## src/rtl/l2sw_pkg.sv

```systemverilog
// Shared L2 switch definitions: node addresses, frame layout and address helpers.
package l2sw_pkg;

  localparam int ADDR_W    = 4;
  localparam int PAYLOAD_W = 4;
  localparam int NUM_PORTS = 4;

  localparam logic [ADDR_W-1:0] NODE_A = 4'hA;
  localparam logic [ADDR_W-1:0] NODE_B = 4'hB;
  localparam logic [ADDR_W-1:0] NODE_C = 4'hC;
  localparam logic [ADDR_W-1:0] NODE_D = 4'hD;

  typedef struct packed {
    logic [ADDR_W-1:0]    dst;
    logic [ADDR_W-1:0]    src;
    logic [PAYLOAD_W-1:0] payload;
  } frame_t;

  // Only nodes A..D exist on this switch.
  function automatic logic addr_valid(input logic [ADDR_W-1:0] addr);
    return (addr >= NODE_A) && (addr <= NODE_D);
  endfunction

  // Node A sits on port 0, B on port 1, and so on.
  function automatic logic [1:0] addr_to_port(input logic [ADDR_W-1:0] addr);
    logic [ADDR_W-1:0] offset;
    offset = addr - NODE_A;
    return offset[1:0];
  endfunction

endpackage

```

## src/rtl/frame_tx_queue_sync_fifo.sv

```systemverilog
// Synchronous FIFO with registered count/full/empty and a look-ahead of the
// entry behind the head, so a consumer can chain back-to-back reads.
module sync_fifo #(
  parameter  int WIDTH = 12,
  parameter  int DEPTH = 8,
  localparam int PTR_W = $clog2(DEPTH),
  localparam int CNT_W = PTR_W + 1
) (
  input  logic             clk,
  input  logic             rst,
  input  logic             push,
  input  logic [WIDTH-1:0] push_data,
  input  logic             pop,
  output logic [WIDTH-1:0] rd_data,
  output logic [WIDTH-1:0] rd_data_next,
  output logic [CNT_W-1:0] count,
  output logic             full,
  output logic             empty
);

  logic [WIDTH-1:0] mem [DEPTH];
  logic [PTR_W-1:0] wr_ptr_q, wr_ptr_d, rd_ptr_q, rd_ptr_d;
  logic [CNT_W-1:0] count_q, count_d;
  logic             full_q, full_d, empty_q, empty_d;
  logic             do_push, do_pop;

  // Pointer and occupancy update; a push into a full FIFO is legal only alongside a pop.
  always_comb begin
    // NOTE: every always_comb output gets a default first so no path can infer a latch.
    do_pop   = pop && !empty_q;
    do_push  = push && (!full_q || do_pop);
    wr_ptr_d = do_push ? wr_ptr_q + PTR_W'(1) : wr_ptr_q;
    rd_ptr_d = do_pop  ? rd_ptr_q + PTR_W'(1) : rd_ptr_q;
    count_d  = count_q;
    case ({do_push, do_pop})
      2'b10:   count_d = count_q + CNT_W'(1);
      2'b01:   count_d = count_q - CNT_W'(1);
      default: count_d = count_q;
    endcase
    full_d  = (count_d == CNT_W'(DEPTH));
    empty_d = (count_d == '0);
  end

  // Control state registers.
  always_ff @(posedge clk or posedge rst) begin
    // NOTE: sequential state uses non-blocking assignment so all flops see pre-edge values.
    if (rst) begin
      wr_ptr_q <= '0;
      rd_ptr_q <= '0;
      count_q  <= '0;
      full_q   <= 1'b0;
      empty_q  <= 1'b1;
    end else begin
      wr_ptr_q <= wr_ptr_d;
      rd_ptr_q <= rd_ptr_d;
      count_q  <= count_d;
      full_q   <= full_d;
      empty_q  <= empty_d;
    end
  end

  // Storage write.
  // NOTE: the array has no reset; contents are meaningless until written and the pointers guard every read.
  always_ff @(posedge clk) begin
    if (do_push) mem[wr_ptr_q] <= push_data;
  end

  assign rd_data      = mem[rd_ptr_q];
  assign rd_data_next = mem[rd_ptr_q + PTR_W'(1)];
  assign count        = count_q;
  assign full         = full_q;
  assign empty        = empty_q;

endmodule

```

## src/rtl/frame_tx_queue.sv

```systemverilog
// Ingress frame queue: validates and buffers operator frames, then drains the
// whole queue to the switch fabric on a send strobe with a fixed inter-frame gap.
module frame_tx_queue #(
  parameter  int DEPTH     = 8,
  parameter  int ADDR_W    = 4,
  parameter  int PAYLOAD_W = 4,
  parameter  int IFG       = 1,
  localparam int CNT_W     = $clog2(DEPTH) + 1
) (
  input  logic                 clk,
  input  logic                 rst,
  input  logic                 add_pulse,
  input  logic                 send_pulse,
  input  logic [ADDR_W-1:0]    in_dst,
  input  logic [ADDR_W-1:0]    in_src,
  input  logic [PAYLOAD_W-1:0] in_payload,
  output logic                 tx_valid,
  input  logic                 tx_ready,
  output logic [ADDR_W-1:0]    tx_dst,
  output logic [ADDR_W-1:0]    tx_src,
  output logic [PAYLOAD_W-1:0] tx_payload,
  output logic [1:0]           tx_port,
  output logic [CNT_W-1:0]     count,
  output logic                 full,
  output logic                 empty,
  output logic                 busy,
  output logic                 overflow,
  output logic                 addr_err
);
  import l2sw_pkg::*;

  typedef enum logic [1:0] {S_IDLE, S_PRESENT, S_GAP} state_t;

  localparam int GAP_W = (IFG > 1) ? $clog2(IFG) : 1;

  state_t           state_q, state_d;
  logic [GAP_W-1:0] gap_q, gap_d;
  logic             tx_valid_q, tx_valid_d;
  frame_t           tx_frame_q, tx_frame_d;
  logic [1:0]       tx_port_q, tx_port_d;
  logic             overflow_q, overflow_d, addr_err_q, addr_err_d;

  frame_t           in_frame, fifo_head, fifo_next, load_frame;
  logic [CNT_W-1:0] fifo_count;
  logic             fifo_full, fifo_empty;
  logic             addr_ok, push, pop, send_ok, load;

  sync_fifo #(.WIDTH($bits(frame_t)), .DEPTH(DEPTH)) u_fifo (
    .clk          (clk),
    .rst          (rst),
    .push         (push),
    .push_data    (in_frame),
    .pop          (pop),
    .rd_data      (fifo_head),
    .rd_data_next (fifo_next),
    .count        (fifo_count),
    .full         (fifo_full),
    .empty        (fifo_empty)
  );

  // Add validation, drain FSM next state, output register loads and sticky flags.
  // When the queue is about to be empty, a same-cycle add is presented directly.
  always_comb begin
    in_frame   = '{dst: in_dst, src: in_src, payload: in_payload};
    addr_ok    = addr_valid(in_src) && addr_valid(in_dst);
    pop        = (state_q == S_PRESENT) && tx_ready;
    push       = add_pulse && addr_ok && (!fifo_full || pop);
    send_ok    = (state_q == S_IDLE) && send_pulse && !fifo_empty;
    state_d    = state_q;
    gap_d      = gap_q;
    tx_valid_d = tx_valid_q;
    tx_frame_d = tx_frame_q;
    tx_port_d  = tx_port_q;
    load       = 1'b0;
    load_frame = fifo_head;

    case (state_q)
      S_IDLE: begin
        if (send_ok) begin
          state_d = S_PRESENT;
          load    = 1'b1;
        end
      end
      S_PRESENT: begin
        if (pop) begin
          if (IFG > 0) begin
            state_d    = S_GAP;
            gap_d      = '0;
            tx_valid_d = 1'b0;
          end else if ((fifo_count > CNT_W'(1)) || push) begin
            load       = 1'b1;
            load_frame = (fifo_count > CNT_W'(1)) ? fifo_next : in_frame;
          end else begin
            state_d    = S_IDLE;
            tx_valid_d = 1'b0;
          end
        end
      end
      S_GAP: begin
        if (gap_q == GAP_W'(IFG - 1)) begin
          if (!fifo_empty || push) begin
            state_d    = S_PRESENT;
            load       = 1'b1;
            load_frame = !fifo_empty ? fifo_head : in_frame;
          end else begin
            state_d = S_IDLE;
          end
        end else begin
          gap_d = gap_q + GAP_W'(1);
        end
      end
      default: state_d = S_IDLE;
    endcase

    if (load) begin
      tx_valid_d = 1'b1;
      tx_frame_d = load_frame;
      tx_port_d  = addr_to_port(load_frame.src);
    end

    overflow_d = send_ok ? 1'b0 : overflow_q;
    addr_err_d = send_ok ? 1'b0 : addr_err_q;
    if (add_pulse && !addr_ok)                          addr_err_d = 1'b1;
    if (add_pulse && addr_ok && fifo_full && !pop)      overflow_d = 1'b1;
  end

  // FSM state, presented frame and sticky flags.
  always_ff @(posedge clk or posedge rst) begin
    if (rst) begin
      state_q    <= S_IDLE;
      gap_q      <= '0;
      tx_valid_q <= 1'b0;
      tx_frame_q <= '0;
      tx_port_q  <= '0;
      overflow_q <= 1'b0;
      addr_err_q <= 1'b0;
    end else begin
      state_q    <= state_d;
      gap_q      <= gap_d;
      tx_valid_q <= tx_valid_d;
      tx_frame_q <= tx_frame_d;
      tx_port_q  <= tx_port_d;
      overflow_q <= overflow_d;
      addr_err_q <= addr_err_d;
    end
  end

  assign tx_valid   = tx_valid_q;
  assign tx_dst     = tx_frame_q.dst;
  assign tx_src     = tx_frame_q.src;
  assign tx_payload = tx_frame_q.payload;
  assign tx_port    = tx_port_q;
  assign count      = fifo_count;
  assign full       = fifo_full;
  assign empty      = fifo_empty;
  assign busy       = (state_q != S_IDLE);
  assign overflow   = overflow_q;
  assign addr_err   = addr_err_q;

endmodule

```

## config.mk

```make
export PLATFORM = sky130hd
export DESIGN_NAME = frame_tx_queue
export DESIGN_NICKNAME = d
export VERILOG_FILES = /design/src/rtl/l2sw_pkg.sv /design/src/rtl/frame_tx_queue_sync_fifo.sv /design/src/rtl/frame_tx_queue.sv
export SDC_FILE = /design/constraint.sdc
export NUM_CORES = 1
export LEC_CHECK = 0
export CORE_MARGIN = 5
export CORE_UTILIZATION = 57
export DETAILED_ROUTE_END_ITERATION = 6
export PLACE_DENSITY = 0.82
export SLEW_MARGIN = 20
export SYNTH_ARGS = -nofsm -noshare
export SYNTH_HDL_FRONTEND = slang
export SYNTH_SLANG_ARGS = --single-unit
```

## constraint.sdc

```tcl
create_clock -name clk -period 4.2 [get_ports clk]
set_clock_uncertainty 0.2 [all_clocks]
set_input_delay 0.63 -clock clk [delete_from_list [all_inputs] [get_ports clk]]
set_output_delay 0.63 -clock clk [all_outputs]
set_load 0.01 [all_outputs]
```

==> run metrics, run 1 <==
Die Width 105 um; Die Span Y 105 um; Post-Syn Instances 287; hold_buf cts 0; initial core utilization 58.6%; syn_area_per_cell 17.9 sq um; status finished, final reports clean; input/output buffers 40; FMAX 0.292 GHz; Post-CTS Repair Setup Buffers 0; met3 wire length 646 um; final setup fails 0; ys async rst share 23.8%; post-route minimum period 3.43 ns; hpwl dp 6980 um; hold depth 2; register area share after synthesis 70.8%; pwr dens 675 nW/um^2; # rows 34; Util after Layout 73.2%; Synth Warn # 0; Slew Limit Fails 0; Slew @ Worst Pin 0.810 ns; gp weighted congestion 0.802; highest metal used met4; pin count of the biggest net entering global routing 31; Max VDD drop 0.000293 V; Tightest Hold Check Type flop to flop; Cell variety after synth 41; worst-path maximum fanout 11; Slowest cell on crit path clkdlybuf4s50_1; reg2reg path depth 9; Area Growth Syn to Fin 24.9%; Final Hold Viols 0; final WL 11100 um; I/O pins 41; Mapped Area 5140 sq um; total gr overflow 0; TritonCTS Sinks 126; TritonCTS Buffers 17; hold slack final 0.292 ns; drt via density 6.03; H-tree depth 4; Post-Synth XOR/XNOR Area 1.70%; mux contribution to synthesized area 16.6%; Synth Area in Adders 1.22%; Root Driver clkbuf_8; crit path kind primary input to flop; Primary FF master, synth edfxtp_1; Max-cap violations 0; CTS tree done; Rel. slew slack 46.0%; drt wl/cell 23.2 um; DRT iter0 DRCs 224; Critical Path End Type flop; Worst-Skew Late Latency 0.50 ns; final period utilization 81.6%; EDFF count, synth 96; Final nets 380; Data arrival, critical path 3.65 ns; Yosys reg bits 126; unrepaired setup endpoints after global routing no; post-route setup slack 0.773 ns; Compound-Gate Fraction of Synth Area 3.80%; # DRC 0; M1 WL 4300 um; main combinational cell family by area after synthesis multiplexers; vias post-DR 2890; GRT Total Usage 21.3%; Clock Tree Buf Depth 2; die area 11000 sq um; post-cts resize count 0; DRT Pass-1 Iters 5; Syn Nets 309; share of layout cells above drive strength 1 26.4%; post-place setup slack 0.351 ns; critical path required time 4.42 ns; WL met2 5920 um; antenna violations before repair 0; CTS clock-pin slew for the worst setup and hold paths 0.06 ns; P_leak 0.00236 uW; worst-path cell chain clkdlybuf4s50_1 > xor2_1 > o2111a_1 > inv_1 > ha_1 > xor2_1 > ha_1 > mux2_2 > a2111o_1 > a211oi_1; diode count 0; Total Neg Setup Slack 0 ns; first-pass GRT wire length 17700 um; simple-gate share of the synthesized area 4.36%; Max stage delay on crit path 0.73 ns; antenna viol nets, final 0; CORE AREA 8760 sq um; Critical Path Source Type primary input; number of global-route vias before repair 3126; Total Power 4330 uW
[registers in the layout, summed over array words and instances (netlist names)]
| signal | flops |
|---|---|
| tx_payload | 4 |
| tx_valid | 1 |
| addr_err | 1 |
| u_fifo.rd_ptr_q | 3 |
| overflow | 1 |
| state_q | 2 |
| u_fifo.mem | 96 |
| tx_dst | 4 |
| u_fifo.full | 1 |
| tx_port | 1 |
| u_fifo.wr_ptr_q | 3 |
| u_fifo.count | 4 |
| u_fifo.empty | 1 |
| tx_src | 4 |
[cell usage in the layout (no fill, tap or decap), types with 3 or more instances in the layout]
cell	netlist	routed
buf_4	1	24
bufinv_16	0	4
clkbuf_16	0	16
clkdlybuf4s50_1	0	40
clkinvlp_4	0	3
dfrtp_1	29	29
edfxtp_1	96	96
ha_1	5	5
inv_1	7	7
inv_6	0	3
mux2_2	17	17
mux2i_1	12	12
mux4_2	24	24
nand2_1	11	11
nand2b_1	5	5
nand4_1	3	3
nor2_1	8	8
o21ai_0	18	18
xnor2_1	5	5
xor2_1	5	5
[routing by layer]
metal | vias to the layer above | global-route usage, %
met5 | - | 0
met4 | 0 | 7.49
met3 | 25 | 5.24
met2 | 100 | 36.2
met1 | 1491 | 26.7
li1 | 1274 | -
[worst max-delay path: cells and delay by family]
| family | cells | cell delay [ns] |
|---|---|---|
| mux | 1 | 0.28 |
| xor+xnor | 2 | 0.58 |
| fa+ha+maj | 2 | 0.51 |
| buf+inv | 2 | 0.80 |
| compound gates | 3 | 0.86 |
[per-stage QoR]
| step | cell area (sq um) | instances |
|---|---|---|
| global route | 6420 | 479 |
| global placement | 5810 | 447 |
| CTS | 6420 | 479 |
| detailed placement | 5810 | 447 |
| floorplan | 5140 | 287 |
| finish | 6420 | 479 |
[cells by family (layout without fill, tap and decap cells)]
kind of cell,count (synthesis),count (layout)
flip-flops,126,126
buffers and inverters,19,103
XOR/XNOR,10,10
multiplexers,53,53
AND/OR/NAND/NOR,42,42
AO/OA/AOI/OAI,32,32
adder cells (fa/ha/maj),5,5
[cells in the mapped netlist (all sizes together), types with 2 or more instances]
library cell  number  area (sq um)
nor2b              2          12.5
xor2               5          43.8
or2                2          12.5
xnor2              5          43.8
mux2              17           191
inv                7          26.3
nor4bb             2          20.0
nor3               3          15.0
ha                 5          62.6
o21ai             20           100
nand2b             5          31.3
buf                9          43.8
edfxtp            96          2880
mux4              24           541
clkbuf             3          11.3
a21oi              2          10.0
nand4              3          18.8
dfrtp             29           726
mux2i             12           120
nor2               8          30.0
and3               2          12.5
nand2             11          41.3
[power by group]
part / internal, uW / switching [uW]
Combinational: 662 / 489
Clock: 964 / 523
Sequential: 1480 / 208
Total: 3110 / 1220
[path summary, 6_finish.rpt]
kind                             from            to  slack (ns)
min in group asynchronous         rst     tx_src[1]        0.32
max reg2reg                state_q[1]  u_fifo.empty        1.16
min reg2reg                  overflow      overflow        0.29
max                         in_src[1]  u_fifo.empty        0.77
max in group asynchronous         rst  u_fifo.empty        3.15
min                          overflow      overflow        0.29
[layout make-up]
cell class / instances / area [sq um]
tap: 108 / 135
clock buffer: 18 / 418
clock inverter: 14 / 190
sequential: 126 / 3630
fill: 509 / 2350
inverter: 7 / 26.3
multi-input combinational: 142 / 1430
timing repair buffer: 64 / 581
Note: power is estimated with default switching activity, not from simulation.
==> inputs of run 2 (changes only) <==
==> constraint.sdc (replaced) <==
create_clock -name clk -period 3.3 [get_ports clk]
set_clock_uncertainty 0.2 [all_clocks]
set_input_delay 0.495 -clock clk [delete_from_list [all_inputs] [get_ports clk]]
set_output_delay 0.495 -clock clk [all_outputs]
set_load 0.01 [all_outputs]
==> run 2 against run 1 <==
Core utilization rose by 0.69 points. Design area rose by 0.94%. Final cell count rose by 3.8%. Critical path type unchanged. Routed wire length fell by 4.4%.
==> run metrics, run 2 (synthesis gave the netlist of run 1 again) <==
Slew Limit Fails 0 (unchanged); Post-DP Area 5940 sq um (+2.3%); die area 11000 sq um (unchanged); Critical Path End Type flop; post-cts resize count 0 (unchanged); share of layout cells above drive strength 1 29.8% (+3.4 points); final setup fails 0 (unchanged); vias post-DR 2910 (+0.69%); Area Growth Syn to Fin 26.1%; crit path kind primary input to flop; flop2flop setup slack 0.33 ns (-0.83 ns); Post-CTS Repair Setup Buffers 0 (unchanged); Final Hold Viols 0 (unchanged); Max VDD drop 0.000408 V (+39%); antenna violations before repair 0 (unchanged); input/output buffers 40 (unchanged); placed cells 465 (+4.0%); # rows 34 (unchanged); final period utilization 92.2%; reg2reg path depth 9 (unchanged); first-pass GRT wire length 17300 um (-1.9%); Clock Tree Buf Depth 2 (unchanged); I/O pins 41 (unchanged); hpwl dp 7240 um (+3.6%); Largest register FFs 96 (unchanged); CTS clock-pin slew for the worst setup and hold paths 0.06 ns (about the same); worst-path maximum fanout 3 (-8); antenna viol nets, final 0 (unchanged); multi-input logic area 1430 sq um (unchanged); total gr overflow 0 (unchanged); GRT Total Usage 21.1% (-0.19 points); FMAX 0.329 GHz; status finished, final reports clean; Die Width 105 um (unchanged); hold slack final 0.251 ns (-0.0407 ns); # DRC 0 (unchanged); hold_buf cts 0 (unchanged); pwr dens 819 nW/um^2 (+21%); Critical Path Source Type primary input; CP endpoint u_fifo.empty; post-route minimum period 3.04 ns; critical path required time 3.53 ns (-0.89 ns); initial core utilization 58.6% (unchanged); Data arrival, critical path 3.27 ns (-0.38 ns); gp weighted congestion 0.824 (+2.8%); drt wl/cell 21.4 um (-7.8%); Root Driver clkbuf_8; Register Area 3630 sq um (unchanged); Slew @ Worst Pin 0.832 ns (+0.0221 ns); final WL 10600 um (-4.4%); crit path from tx_ready; unrepaired setup endpoints after global routing no; commonest non-fill, non-tap cell in the layout edfxtp_1; Final Cell Area 6480 sq um (+0.94%); TritonCTS Sinks 126 (unchanged); most frequent cells in the layout 96 x edfxtp_1, 42 x buf_4, 40 x clkdlybuf4s50_1; post-route insts no fill 497 (+3.8%); Largest Register u_fifo.mem; DRT Pass-1 Iters 4 (-1); diode count 0 (unchanged); Final nets 398 (+4.7%); P_leak 0.00241 uW (+2.4%); Critical R2R Launch state_q[1]; number of global-route vias before repair 3127 (+0.032%); Total Power 5300 uW (+22%); drt via density 5.86 (-3.0%); Total Neg Setup Slack 0 ns (unchanged); CORE AREA 8760 sq um (unchanged); Rel. slew slack 44.5% (-1.5 points); H-tree depth 4 (unchanged); Max-cap violations 0 (unchanged); Die Span Y 105 um (unchanged); TritonCTS Buffers 17 (unchanged); Fill cells 490 (-3.7%); Worst R2R End u_fifo.empty; pin count of the biggest net entering global routing 22 (-29%); CTS tree done; Tightest Hold Check Type primary input to async pin; Worst-Skew Late Latency 0.51 ns (about the same); DRT iter0 DRCs 203 (-9.4%)
==> run 2: cell count changes in the layout (fill, tap and decap cells not counted), sizes merged <==
cell / change
clkinv: +3
buf: +18
inv: -3
clkbuf: +2
bufinv: -3
clkinvlp: +1
==> run 2: worst max-delay path, cell delays in order <==
cell and delay (ns):
clkdlybuf4s50_1 0.50, nor4bb_1 0.41, o2111a_1 0.24, inv_1 0.06, ha_1 0.21, xor2_1 0.21
ha_1 0.26, mux2_2 0.29, a2111o_1 0.37, a211oi_1 0.22
==> run 2: where the power goes <==
part	internal (uW)	switching, uW
sequential	1890	224
combinational	888	655
clock	1010	642
==> run 2: final cells by class <==
cell class,instances,share of cell area [%]
clock buffer,20,6.72
clock inverter,12,1.51
inverter,7,0.406
multi-input combinational,142,22.1
sequential,126,56.1
tap,108,2.09
timing repair buffer,82,11.1
==> run 2: stage by stage <==
stage	util, %	worst slack [ns]
3_5_place_dp	67.8	-0.193
2_1_floorplan	-	0.187
6_report	73.9	0.256
4_1_cts	73.9	0.299
5_1_grt	73.9	0.155
3_3_place_gp	67.8	-0.140
==> run 2: worst min path at each step <==
stage	endpoint	startpoint	cells past startpoint	slack (ns)
4_1_cts	tx_src[1]	rst	2	0.26
3_3_place_gp	tx_valid	tx_valid	2	0.26
2_1_floorplan	u_fifo.wr_ptr_q[2]	u_fifo.wr_ptr_q[2]	1	0.26
3_5_place_dp	tx_valid	tx_valid	2	0.28
6_report	tx_src[1]	rst	2	0.25
5_1_grt	tx_src[1]	rst	2	0.30
==> run 2: routing by layer <==
layer,part of all wire (%),global-route usage (%)
met1,40,27.4
met2,54,34.8
met3,5.2,4.87
met4,1.6,8.13
met5,0,0
==> inputs of run 3 (changes only) <==
--- a/config.mk
+++ b/config.mk
@@ -5,7 +5,6 @@
 export SDC_FILE = /design/constraint.sdc
 export NUM_CORES = 1
 export LEC_CHECK = 0
-export CORE_MARGIN = 5
 export CORE_UTILIZATION = 57
 export DETAILED_ROUTE_END_ITERATION = 6
 export PLACE_DENSITY = 0.82
==> run 3 against run 2 <==
Core utilization rose by 0.48 points. Sequential cell count did not move. Non-clock buffer count rose by 2. Hold slack improved by 0.0057 ns.
==> run metrics, run 3 (synthesis gave the netlist of run 1 again) <==
status finished, final reports clean; TritonCTS Sinks 126 (unchanged); Worst-Skew Late Latency 0.51 ns (about the same); H-tree depth 4 (unchanged); Slew Limit Fails 0 (unchanged); Clock Tree Buf Depth 2 (unchanged); Final Cell Area 6490 sq um (+0.15%); worst-path maximum fanout 3 (unchanged); antenna violations before repair 0 (unchanged); Data arrival, critical path 3.22 ns (-0.05 ns); CTS clock-pin slew for the worst setup and hold paths 0.06 ns (about the same); Final Hold Viols 0 (unchanged); I/O pins 41 (unchanged); CTS tree done; P_leak 0.00243 uW (+0.51%); Area Growth Syn to Fin 26.3%; commonest non-fill, non-tap cell in the layout edfxtp_1; post-place setup slack -0.181 ns (+0.0118 ns); FMAX 0.334 GHz (+1.6%); Max-cap violations 0 (unchanged); Slew @ Worst Pin 0.899 ns (+0.0676 ns); antenna viol nets, final 0 (unchanged); drt wl/cell 22.6 um (+5.3%); Post-CTS Repair Setup Buffers 0 (unchanged); post-route minimum period 2.99 ns (-0.0489 ns); critical path required time 3.53 ns (about the same); unrepaired setup endpoints after global routing no; post-cts resize count 0 (unchanged); CORE AREA 8720 sq um (-0.49%); DRT Pass-1 Iters 4 (unchanged); diode count 0 (unchanged); GRT Total Usage 26.3% (+5.2 points); Max VDD drop 0.000434 V (+6.5%); initial core utilization 58.9% (+0.29 points); # DRC 0 (unchanged); Critical Path Source Type primary input; Final nets 400 (+0.50%); number of global-route vias before repair 3141 (+0.45%); share of layout cells above drive strength 1 30.4% (+0.61 points); Root Driver clkbuf_8; pin count of the biggest net entering global routing 22 (unchanged); final setup fails 0 (unchanged); DRT iter0 DRCs 353 (+74%); input/output buffers 40 (unchanged); Die Span Y 96.9 um (-7.6%); total gr overflow 0 (unchanged); vias post-DR 2940 (+1.0%); post-route insts no fill 499 (+0.40%); final WL 11300 um (+5.7%); pwr dens 818 nW/um^2 (-0.12%); first-pass GRT wire length 17800 um (+2.9%); drt via density 5.89 (+0.63%); Largest register FFs 96 (unchanged); hold_buf cts 0 (unchanged); post-route setup slack 0.305 ns (+0.0489 ns); placed cells 467 (+0.43%); hpwl dp 7230 um (about the same); final period utilization 90.7% (-1.5 points); gp weighted congestion 0.781 (-5.3%); Critical Path End Type flop; crit path kind primary input to flop; most frequent cells in the layout 96 x edfxtp_1, 44 x buf_4, 40 x clkdlybuf4s50_1; Rel. slew slack 39.9% (-4.6 points); TritonCTS Buffers 17 (unchanged); Die Width 96.9 um (-7.6%); # rows 34 (unchanged); Tightest Hold Check Type primary input to async pin; die area 9400 sq um (-15%); Post-DP Area 5960 sq um (+0.25%); Largest Register u_fifo.mem; Total Neg Setup Slack 0 ns (unchanged); hold slack final 0.257 ns (+0.00570 ns)
[run 3: power by group]
part	internal, uW	switching, uW
registers	1890	230
clock network	975	648
logic	896	668
total	3760	1550
[run 3: cell type report]
class | count | area, sq um
clock buffers | 22 | 463
clock inverters | 10 | 65.1
fillers | 485 | 2230
inverters | 7 | 26.3
multi-input cells | 142 | 1430
flip-flops and latches | 126 | 3630
well taps | 108 | 135
repair buffers | 84 | 731
[run 3: stage by stage]
step / utilization [%] / total power [uW]
after floorplan: - / 3040
after global placement: 68.3 / 3630
after detailed placement: 68.3 / 3690
after CTS: 74.4 / 5340
after global routing: 74.4 / 5560
final: 74.4 / 5310
[run 3: critical path, cell delays in order]
cell	delay (ns)
clkdlybuf4s50_1	0.51
nor4bb_1	0.40
o2111a_1	0.24
inv_1	0.06
ha_1	0.20
xor2_1	0.17
ha_1	0.29
mux2_2	0.29
a2111o_1	0.36
a211oi_1	0.21
[run 3: final timing paths]
| check | start | to | slack (ns) | cells after the start |
|---|---|---|---|---|
| min in group clk | addr_err | addr_err | 0.30 | 1 |
| max in group asynchronous | rst | tx_dst[0] | 1.95 | 3 |
| hold reg to reg | addr_err | addr_err | 0.30 | 1 |
| hold / removal | rst | tx_dst[3] | 0.26 | 2 |
| setup / recovery | tx_ready | u_fifo.empty | 0.31 | 10 |
| setup reg to reg | state_q[1] | u_fifo.empty | 0.37 | 9 |
[run 3: routing by layer]
layer | part of all wire (%) | GRT usage (%)
met1 | 41 | 35.7
met2 | 52 | 42.6
met4 | 0.88 | 10.4
met5 | 0 | 0
met3 | 6.5 | 4.99
